File: config.mk
export PLATFORM = sky130hd
export DESIGN_NAME = scaler_step_ctrl
export DESIGN_NICKNAME = d
export VERILOG_FILES = /design/src/rtl/scaler_pkg.sv /design/src/rtl/scaler_div.sv /design/src/rtl/scaler_step_ctrl.sv
export SDC_FILE = /design/constraint.sdc
export NUM_CORES = 1
export LEC_CHECK = 0
export BUFFER_PORTS_ARGS = -buffer_cell sky130_fd_sc_hd__buf_2
export CELL_PAD_IN_SITES_DETAIL_PLACEMENT = 0
export CELL_PAD_IN_SITES_GLOBAL_PLACEMENT = 2
export CORE_MARGIN = 2
export CORE_UTILIZATION = 34
export CTS_BUF_LIST = sky130_fd_sc_hd__clkbuf_8 sky130_fd_sc_hd__clkbuf_16
export DETAILED_ROUTE_END_ITERATION = 8
export PLACE_DENSITY_LB_ADDON = 0.3
export SLEW_MARGIN = 40
export SYNTH_ARGS = -nofsm -noshare
export SYNTH_HDL_FRONTEND = slang
export SYNTH_SLANG_ARGS = --single-unit
File: constraint.sdc
create_clock -name clk -period 5.7 [get_ports clk]
set_input_delay 1.14 -clock clk [delete_from_list [all_inputs] [get_ports clk]]
set_output_delay 1.14 -clock clk [all_outputs]
set_load 0.05 [all_outputs]
File: src/rtl/scaler_pkg.sv
// scaler_pkg: shared defaults, quotient-width helper and FSM state type for the step controller.
package scaler_pkg;
    localparam int STEP_DEF = 4096;
    localparam int STEP_WIDTH_DEF = 16;
    typedef enum logic [1:0] {IDLE, DIV_H, DIV_V, PEND} state_t;
    function automatic int calc_qw(input int dim_width, input int step);
        return dim_width + $clog2(step);
    endfunction
endpackage

File: src/rtl/scaler_div.sv
// scaler_div: serial restoring unsigned divider, one quotient bit per cycle.
// The start cycle already resolves the first bit, so done pulses exactly QW cycles after start.
module scaler_div #(
    parameter int DW = 16,
    parameter int QW = 28
) (
    input  logic          clk,
    input  logic          rst,
    input  logic          start,
    input  logic [QW-1:0] dividend,
    input  logic [DW-1:0] divisor,
    output logic          done,
    output logic [QW-1:0] quotient
);
    localparam int CW = $clog2(QW);
    logic [DW-1:0] rem, den, src_r, src_d, nxt_r;
    logic [QW-1:0] quo, src_q;
    logic [DW:0]   trial;
    logic [CW-1:0] cnt;
    logic          ge;
    always_comb begin
        src_r = start ? '0 : rem;
        src_q = start ? dividend : quo;
        src_d = start ? divisor : den;
        trial = {src_r, src_q[QW-1]};
        ge    = trial >= {1'b0, src_d};
        nxt_r = ge ? DW'(trial - {1'b0, src_d}) : trial[DW-1:0];
    end
    always_ff @(posedge clk) begin
        if (rst) begin
            rem  <= '0;
            quo  <= '0;
            den  <= '0;
            cnt  <= '0;
            done <= 1'b0;
        end else begin
            done <= !start && cnt == CW'(1);
            if (start || cnt != '0) begin
                rem <= nxt_r;
                quo <= {src_q[QW-2:0], ge};
                den <= src_d;
                cnt <= start ? CW'(QW - 1) : cnt - CW'(1);
            end
        end
    end
    assign quotient = quo;
endmodule

File: src/rtl/scaler_step_ctrl.sv
// scaler_step_ctrl: computes 4.12 scaler steps from host dimensions and applies both
// atomically on the first vsync rise after the divides finish.
module scaler_step_ctrl
    import scaler_pkg::*;
#(
    parameter int STEP       = STEP_DEF,
    parameter int DIM_WIDTH  = 16,
    parameter int STEP_WIDTH = STEP_WIDTH_DEF,
    parameter int STEP_INIT  = 4096
) (
    input  logic                  clk,
    input  logic                  rst,
    input  logic [DIM_WIDTH-1:0]  cfg_in_w,
    input  logic [DIM_WIDTH-1:0]  cfg_out_w,
    input  logic [DIM_WIDTH-1:0]  cfg_in_h,
    input  logic [DIM_WIDTH-1:0]  cfg_out_h,
    input  logic                  cfg_wr,
    input  logic                  vs_i,
    output logic [STEP_WIDTH-1:0] step_h_o,
    output logic [STEP_WIDTH-1:0] step_v_o,
    output logic                  upd_o,
    output logic                  busy_o,
    output logic                  err_o,
    output logic                  sat_o
);
    localparam int LOG = $clog2(STEP);
    localparam int QW  = calc_qw(DIM_WIDTH, STEP);
    state_t                state;
    logic                  vs_q, rise, zero, start, done, ovf;
    logic [DIM_WIDTH-1:0]  in_h, out_h, divisor;
    logic [QW-1:0]         dividend, quotient;
    logic [STEP_WIDTH-1:0] shadow_h, shadow_v, clamped;
    assign rise     = vs_i & ~vs_q;
    assign zero     = cfg_in_w == '0 || cfg_out_w == '0 || cfg_in_h == '0 || cfg_out_h == '0;
    assign ovf      = |quotient[QW-1:STEP_WIDTH];
    assign clamped  = ovf ? '1 : quotient[STEP_WIDTH-1:0];
    // Width divide launches straight from the cfg inputs; height reuses the divider from latched values.
    assign start    = state == IDLE ? cfg_wr && !zero : state == DIV_H && done;
    assign dividend = {state == IDLE ? cfg_in_w : in_h, {LOG{1'b0}}};
    assign divisor  = state == IDLE ? cfg_out_w : out_h;
    scaler_div #(.DW(DIM_WIDTH), .QW(QW)) u_div (
        .clk(clk),
        .rst(rst),
        .start(start),
        .dividend(dividend),
        .divisor(divisor),
        .done(done),
        .quotient(quotient)
    );
    always_ff @(posedge clk) begin
        if (rst) begin
            state    <= IDLE;
            vs_q     <= 1'b0;
            in_h     <= '0;
            out_h    <= '0;
            shadow_h <= STEP_WIDTH'(STEP_INIT);
            shadow_v <= STEP_WIDTH'(STEP_INIT);
            step_h_o <= STEP_WIDTH'(STEP_INIT);
            step_v_o <= STEP_WIDTH'(STEP_INIT);
            upd_o    <= 1'b0;
            busy_o   <= 1'b0;
            err_o    <= 1'b0;
            sat_o    <= 1'b0;
        end else begin
            vs_q  <= vs_i;
            upd_o <= 1'b0;
            case (state)
                IDLE: if (cfg_wr) begin
                    in_h   <= cfg_in_h;
                    out_h  <= cfg_out_h;
                    err_o  <= zero;
                    sat_o  <= 1'b0;
                    busy_o <= !zero;
                    state  <= zero ? IDLE : DIV_H;
                end
                DIV_H: if (done) begin
                    shadow_h <= clamped;
                    sat_o    <= sat_o | ovf;
                    state    <= DIV_V;
                end
                DIV_V: if (done) begin
                    shadow_v <= clamped;
                    sat_o    <= sat_o | ovf;
                    state    <= PEND;
                end
                PEND: if (rise) begin
                    step_h_o <= shadow_h;
                    step_v_o <= shadow_v;
                    upd_o    <= 1'b1;
                    busy_o   <= 1'b0;
                    state    <= IDLE;
                end
                default: state <= IDLE;
            endcase
        end
    end
endmodule

=== After elaboration in Yosys (flattened, before gate mapping) ===
Cells that the tools add are included.

* Word-level logic and storage cells: 82
* Output and inout bits: 36
* Input port bits: 68
* Register bits after elaboration: 169

* Eq/ne operators: 9
* Multiplexer cells: 22
* Add/subtract/negate cells: 2
* Bitwise gates (word level): 4
* Order comparisons: 1
* Reductions and logical operators: 27

{| class="wikitable"
|+ Operators with widths
! kind !! count
|-
| 2-to-1 mux 16 bit || 6
|-
| logical NOT 16 bit || 4
|-
| 2-to-1 mux 28 bit || 1
|-
| >= comparator 17 x 16 -> 1 bit || 1
|-
| subtractor 16 bit || 1
|-
| OR reduction 12 bit || 1
|-
| 2-to-1 mux 2 bit || 4
|-
| case mux 2 bit (4 select lines) || 1
|-
| AND reduction 2 bit || 4
|-
| 2-to-1 mux 1 bit || 7
|-
| != test 2 x 1 -> 1 bit, second input constant || 3
|-
| AND reduction 3 bit || 2
|-
| equality test 5 x 1 -> 1 bit, second input constant || 1
|-
| 2-to-1 mux 5 bit || 1
|-
| nonzero test 5 bit || 1
|-
| subtractor 5 x 1 -> 5 bit, second input constant || 1
|-
| equality test 2 bit, second input constant || 2
|-
| logical OR 1 bit || 4
|-
| != test 2 bit, second input constant || 2
|-
| case mux 1 bit (2 select lines) || 2
|-
| AND reduction 4 bit || 1
|-
| nonzero test 2 bit || 2
|-
| OR reduction 2 bit || 2
|-
| logical AND 1 bit || 3
|-
| other kinds (6) || 8
|}

=== Logic depth before layout (Yosys ltp) ===
Gate-level depths: netlist of the first run.

* Word-level depth: 10
* Mapped depth: 21

=== Modules after synthesis ===
A second synthesis of the first run with hierarchy kept.

* Cells, all modules: 1022
* Area total of the unflattened synthesis: 8259.2 um2

{| class="wikitable"
|+ By module, submodules not included
! module !! instances !! cells each !! area an instance (um2)
|-
| scaler_step_ctrl || 1 || 512 || 4290.4
|-
| scaler_div || 1 || 510 || 3968.8
|}

=== Least setup slack after synthesis of the first run ===
OpenSTA, ideal clock, no wires.

* Path kind: input-to-reg
* From: input port cfg_out_w[3]
* To: register u_div.rem[11]
* Path buffers: 4
* Data required time: 5570 ps
* Stages on the path: 18
* Data arrival time: 4751 ps
* Path slack: 819 ps
* Cells stage by stage: nor4_1 -> a41oi_1 -> and4_1 -> buf_2 -> a21oi_4 -> buf_4 -> buf_2 -> nor2_1 -> a21oi_1 -> ha_1 -> nor2b_1 -> o31a_1 -> o31ai_4 -> a211oi_4 -> a211o_1 -> buf_6 -> a221oi_1 -> nor3_1

* Cells in the longest elaborated chain, start to end: 10
* Elaborated cells between the ends (all ways): 15
* Classes of those cells: 1 x add/sub; 1 x order compare; 6 x mux; 7 x reduce/logical

{| class="wikitable"
|+ RTL lines
! what !! line !! source
|-
| start: declaration || scaler_step_ctrl.sv:14 || <nowiki>input logic [DIM_WIDTH-1:0] cfg_out_w,</nowiki>
|-
| logical NOT 16 bit || scaler_step_ctrl.sv:34 || <nowiki>assign zero = cfg_in_w == '0 || cfg_out_w == '0 || cfg_in_h == '0 || cfg_out_h == '0;</nowiki>
|-
| logical OR 1 bit (3 in series) || scaler_step_ctrl.sv:34 ||
|-
| logical NOT 1 bit || scaler_step_ctrl.sv:38 || <nowiki>assign start = state == IDLE ? cfg_wr && !zero : state == DIV_H && done;</nowiki>
|-
| logical AND 1 bit || scaler_step_ctrl.sv:38 ||
|-
| 2-to-1 mux 1 bit || scaler_step_ctrl.sv:38 ||
|-
| 2-to-1 mux 28 bit (tied with other cells) || scaler_div.sv:23 || <nowiki>src_q = start ? dividend : quo;</nowiki>
|-
| subtractor 16 bit or >= comparator 17 x 16 -> 1 bit (tied branches) || scaler_div.sv:27, scaler_div.sv:26 ||
|-
| 2-to-1 mux 16 bit || scaler_div.sv:27 || <nowiki>nxt_r = ge ? DW'(trial - {1'b0, src_d}) : trial[DW-1:0];</nowiki>
|-
| end signal: assignment || scaler_div.sv:39 || <nowiki>rem <= nxt_r;</nowiki>
|-
| end: declaration || scaler_div.sv:16 || <nowiki>logic [DW-1:0] rem, den, src_r, src_d, nxt_r;</nowiki>
|}

Parallel ways exist; a longest one is shown, timed or not.
A chain may end at the register's enable or synchronous reset.

=== Worst setup path in the final report of the first run ===
* From: input port cfg_in_h[10]
* To: register u_div.rem[5]

* Cells in the longest elaborated chain, start to end: 9
* Elaborated cells between the ends (all ways): 13
* Classes of those cells: 1 x add/sub; 1 x order compare; 5 x mux; 6 x reduce/logical

{| class="wikitable"
|+ RTL lines
! what !! line !! source
|-
| start: declaration || scaler_step_ctrl.sv:15 || <nowiki>input logic [DIM_WIDTH-1:0] cfg_in_h,</nowiki>
|-
| logical NOT 16 bit (*) || scaler_step_ctrl.sv:34 ||
|-
| logical OR 1 bit (*) (2 in series) || scaler_step_ctrl.sv:34 ||
|-
| logical NOT 1 bit (*) || scaler_step_ctrl.sv:38 ||
|-
| logical AND 1 bit (*) || scaler_step_ctrl.sv:38 ||
|-
| 2-to-1 mux 1 bit (*) || scaler_step_ctrl.sv:38 ||
|-
| 2-to-1 mux 28 bit (tied with other cells) || scaler_div.sv:23 ||
|-
| subtractor 16 bit or >= comparator 17 x 16 -> 1 bit (tied branches) || scaler_div.sv:27, scaler_div.sv:26 ||
|-
| 2-to-1 mux 16 bit || scaler_div.sv:27 ||
|}

Every way passes the cells marked *; elsewhere a longest branch is shown, timed or not.

==> results of run 1 <==
[stage by stage]
stage | util [%] | power [W]
after floorplan | - | 0.00319
after global placement | 37.5 | 0.00371
after detailed placement | 37.5 | 0.00370
after CTS | 40.2 | 0.00491
after global routing | 40.3 | 0.00523
final | 40.3 | 0.00484
[power breakdown]
part	leakage (nW)	switching (W)	internal, W
sequential	1.38	0.000114	0.00137
combinational	1.87	0.00137	0.000807
clock	0.295	0.000581	0.000599
[critical path, delay by kind of cell]
| family | cells | cell delay, ps |
|---|---|---|
| buf+inv | 2 | 370 |
| compound gates | 7 | 1930 |
| simple gates | 6 | 1560 |
| fa+ha+maj | 1 | 280 |
[cells in the final DEF, fill, tap and decap left out, types with 4 or more instances in the layout]
cell       synthesis  routed
nor2_1           112     111
a211oi_1          52      52
nor2b_1           19      19
clkinv_8           0       6
inv_1             11      11
inv_8              0       4
dfxtp_1          169     169
nand4b_1           4       4
ha_1              23      22
a21o_1             7       7
nor3_1             9       9
xnor2_1           10      10
a21oi_1          115     115
clkbuf_16          0      17
o21ai_0           10      10
mux2i_1           19      19
nand2_1          207     206
nand4_1            7       7
buf_2              8     102
and2_1            18      16
nor4_1            20      20
a311oi_1          18      18
buf_4              1       7
[cells by family after synthesis]
logic type	Yosys count	share of synthesized area, %
adders and majority gates	24	3.97
buffers and inverters	79	4.10
and+or+nand+nor	418	23.8
muxes	21	2.74
xor gates and xnor gates	13	1.47
AOI/OAI and AO/OA	239	20.3
DFF	169	43.7
[routing by layer]
metal | wire length, µm | share of wire (%) | track usage (%) | up-vias
met1 | 9880 | 48 | 23.8 | 3185
met2 | 10200 | 49 | 29.3 | 75
met3 | 435 | 2.1 | 2.98 | 11
met5 | 0 | 0 | 0 | -
met4 | 180 | 0.87 | 4.63 | 0
li1 | - | - | - | 3493
[worst paths after layout]
check	startpoint	to	slack, ps	depth (start not counted)
max	cfg_in_h[10]	u_div.rem[5]$_SDFFE_PP0P_	760	16
min	shadow_v[15]$_SDFFE_PP0P_	step_v_o[15]$_SDFFE_PP0P_	450	2
max reg2reg	state[0]$_SDFFE_PP0P_	u_div.rem[5]$_SDFFE_PP0P_	1060	16
min reg2reg	shadow_v[15]$_SDFFE_PP0P_	step_v_o[15]$_SDFFE_PP0P_	450	2
[final cells by class]
type / count / area [µm²]
Fill cell: 2417 / 13400
Multi-Input combinational cell: 715 / 4060
Sequential cell: 169 / 3380
Timing Repair Buffer: 112 / 606
Clock buffer: 17 / 425
Tap cell: 285 / 357
Clock inverter: 15 / 193
Inverter: 11 / 41.3
==> impl_metrics.toml, run 1 <==
[timing]
tns_ps = 0
hold_viol = 0
min_period_over_period_pct = 86.7
finClkSkew_ps = 19.9
final_max_slew_viol_count = 0
tightestPinTransition_ps = 783
min_period_ps = 4940
setup_violations = 0
rsz0062_at_grt = "false"
layout_setup_ws_ps = 758
timing.slew.headroom_pct = 47.8
whs_ps = 450
fmax_mhz = 202

[yosys]
synth-main-ff-cell = "dfxtp_1"
yosys.area.top_type = "dfxtp_1"
syn_inst = 963
netlist_area_um2 = 7750
netlist_top_cells_count = "nand2_1, dfxtp_1, a21oi_1, nor2_1, clkbuf_1"
synth_cell_types = 61
synth_nets = 1055
synth_warnings = 0
synth_edf_count = 0
ys_seq_area_share_pct = 43.7
synth.most_common_cell = "nand2_1"
netlist_top_cells_area = "dfxtp_1, nand2_1, a21oi_1"
async_flop_share_pct = 0
netlist.area_leader.share_pct = 43.7
ys_ff_latch = 169
avgSynthCellArea_um2 = 8.05

[critical_path]
startpoint_type = "primary input"
max_stage_delay_ps = 480
cp_slowest_cell = "nor4_1"
required_ps = 6060
endpoint_kind = "flip-flop"
critPathKind = "in -> reg"
path_max_fanout = 61
worstPathArrival_ps = 5300
crit_path_cell_trace = "buf_2 -> nor4_1 -> nand4_1 -> and4_1 -> a21oi_4 -> buf_12 -> nor2_1 -> a21oi_1 -> ha_1 -> nor2b_1 -> o31a_1 -> o31ai_4 -> a211oi_4 -> a211o_1 -> nor3_2 -> a221o_1"

[floorplan]
die_w_um = 155
die-area_um2 = 24000
rows = 55
start_util_pct = 34.4
ioPinCount = 104
die_h_um = 155
core_area_um2 = 22500

[worst_hold_path]
min_path_type = "reg -> reg"

[cts]
cts_root_buffer = "clkbuf_16"
cts_tree = "yes"
numClockSinks = 169
clk_pin_slew_ps = 80
hold_buffers = 0
clock_path_buffers = 2
clk_latency_ps = 430
ctsResizeCount = 0
post-cts-setup-buffer-count = 0
cts_htree_levels = 4
cts_buffers = 17

[finish]
diodes = 0
largest_register_ffs = 28
drive_gt1_share_pct = 15.7
design_area_um2 = 9070
layout.nets = 1118
syn2layout_area_growth_pct = 17.0
final_cells = 1324

[placed_design]
port_buffers = 103
gp_congestion = 0.817
dp.cells = 1292
placed_area_um2 = 8440
dp_slack_ps = 347
dp_hpwl_um = 14300

[routing]
vias = 6764
viasPerCell = 5.11
drc_errors = 0
antenna_left = 0
drt_pass1_iterations = 5
wire_per_inst_um = 15.6
drt-total-wl_um = 20600
drt_iter0_drc = 380

[global_routing]
globalRouteOverflowTotal = 0
grt_max_degree = 81
grt_pass1_wl_um = 34100
grt_util_all_layers_pct = 17.6
first_global_vias = 6481
antenna_found_initial = 0

[status]
status = "finished, final reports clean"

[pwr]
powerDensity_nw_per_um2 = 533
p_leak_nw = 3.54
worst_ir_drop_vdd_mv = 0.267

[job]
max-cap-violations = 0
Note: power is estimated with default switching activity, not from simulation.
==> run 2, diff against run 1 <==
==> constraint.sdc (replaced) <==
create_clock -name clk -period 5.7 [get_ports clk]
set_input_delay 0.57 -clock clk [delete_from_list [all_inputs] [get_ports clk]]
set_output_delay 0.57 -clock clk [all_outputs]
set_load 0.05 [all_outputs]
==> run 2 against run 1 <==
Against the previous run:
- combinational power hardly changed
- sequential share of layout area about the same
- cell count is essentially flat
- hold slack worse by 82 ps
- clock power rose by 3%
- global-route usage shrank 0.18 points
- core utilization hardly changed
- clock skew barely moved
- sequential power is essentially flat
- routed wire length is essentially flat
- critical path type unchanged
==> impl_metrics.toml, run 2 (same netlist as run 1, synthesis figures left out) <==
[finish]
drive_gt1_share_pct = 15.6
diodes = 0
utilization_pct = 40.3
n_fill_cell = 2356
final_cells = 1325
mostFrequentLayoutCells = "nand2_1, dfxtp_1, a21oi_1"
syn2layout_area_growth_pct = 16.9
largest_register_ffs = 28
layout_commonest_cell = "nand2_1"
layout.nets = 1119

[critical_path]
endpoint_kind = "flip-flop"
max_stage_delay_ps = 500
critPathKind = "in -> reg"
path_max_fanout = 25
required_ps = 6020
startpoint_type = "primary input"
crit_path_cell_trace = "buf_2 -> nor4_1 -> a41oi_1 -> and4_1 -> a21oi_4 -> buf_4 -> and2_1 -> ha_1 -> o21a_1 -> o31a_1 -> o31ai_4 -> a211oi_4 -> a211o_1 -> and3_1 -> a221o_1"
worstPathArrival_ps = 4910
critPathTopFamily = "compound AO/OA/AOI/OAI gates"
cp_slowest_cell = "nor4_1"
path_buf_inv = 2

[timing]
setup_violations = 0
tns_ps = 0
fmax_mhz = 218
timing.slew.headroom_pct = 47.1
min_period_ps = 4590
rsz0062_at_grt = "false"
min_period_over_period_pct = 80.6
tightestPinTransition_ps = 791
finClkSkew_ps = 20.0
final_max_slew_viol_count = 0
hold_viol = 0

[routing]
viasPerCell = 5.10
wire_per_inst_um = 15.6
dr_wl_met2_um = 9910
drt-total-wl_um = 20700
route.met3.wl_um = 554
drt_pass1_iterations = 5
drt_iter0_drc = 337
antenna_left = 0
drc_errors = 0
vias = 6761
top_layer_used = "met4"
wl_met1_um = 9880

[placed_design]
dp.cells = 1293
dp_hpwl_um = 14400
port_buffers = 103
gp_congestion = 0.845

[cts]
post-cts-setup-buffer-count = 0
cts_tree = "yes"
numClockSinks = 169
ctsResizeCount = 0
cts_buffers = 17
cts_htree_levels = 4
clk_pin_slew_ps = 70
clock_path_buffers = 2
cts_root_buffer = "clkbuf_16"
clk_latency_ps = 440
hold_buffers = 0

[floorplan]
die_w_um = 155
ioPinCount = 104
core_area_um2 = 22500
rows = 55
start_util_pct = 34.4
die-area_um2 = 24000
die_h_um = 155

[global_routing]
grt_max_degree = 92
first_global_vias = 6519
globalRouteOverflowTotal = 0
grt_util_all_layers_pct = 17.4
antenna_found_initial = 0
grt_pass1_wl_um = 33700

[pwr]
worst_ir_drop_vdd_mv = 0.260
finalPower_w = 0.00488
powerDensity_nw_per_um2 = 538
p_leak_nw = 3.54

[worst_hold_path]
min_path_type = "in -> reg"

[job]
max-cap-violations = 0

[status]
status = "finished, final reports clean"
## run 2: path summary, 6_finish.rpt
| kind | cells past startpoint | endpoint | startpoint | slack [ps] |
|---|---|---|---|---|
| hold reg to reg | 2 | step_h_o[1]$_SDFFE_PP0P_ | step_h_o[1]$_SDFFE_PP0P_ | 450 |
| setup / recovery | 15 | u_div.rem[5]$_SDFFE_PP0P_ | cfg_out_w[11] | 1110 |
| hold / removal | 2 | vs_q$_SDFF_PP0_ | vs_i | 370 |
| setup reg to reg | 15 | u_div.rem[5]$_SDFFE_PP0P_ | state[0]$_SDFFE_PP0P_ | 1150 |
## run 2: metal layers
metal,up-vias,GRT usage [%]
met5,-,0
met4,0,5.60
met3,19,2.79
met2,85,30.2
met1,3163,22.3
li1,3494,-
## run 2: cell type report
type	instances	area, µm²	share of cell area (%)
multi-input cells	715	4060	44.8
repair buffers	113	597	6.59
inverters	11	41.3	0.456
clock inverters	15	199	2.20
clock buffers	17	425	4.70
well taps	285	357	3.94
flip-flops and latches	169	3380	37.3
## run 2: where the power goes
part           internal, W  switching, W  total, W
clock             0.000638      0.000579   0.00122
combinational     0.000802       0.00138   0.00218
sequential         0.00137      0.000113   0.00148
total              0.00281       0.00207   0.00488
## run 2: worst reg2reg max path, cell delays in order, from the launching register on
cell and delay, ps:
dfxtp_1 340, inv_1 90, ha_2 190, buf_4 480
nor2_1 210, a21oi_4 450, buf_4 380, and2_1 190
ha_1 290, o21a_1 190, o31a_1 160, o31ai_4 380
a211oi_4 150, a211o_1 470, and3_1 220, a221o_1 260
## run 2: per-stage QoR
stage	hold slack (ps)	area (µm²)	worst slack, ps
finish	369	9060	1110
global route	377	9060	749
CTS	351	9060	1120
detailed placement	443	8430	712
global placement	440	8430	771
floorplan	432	7750	1390
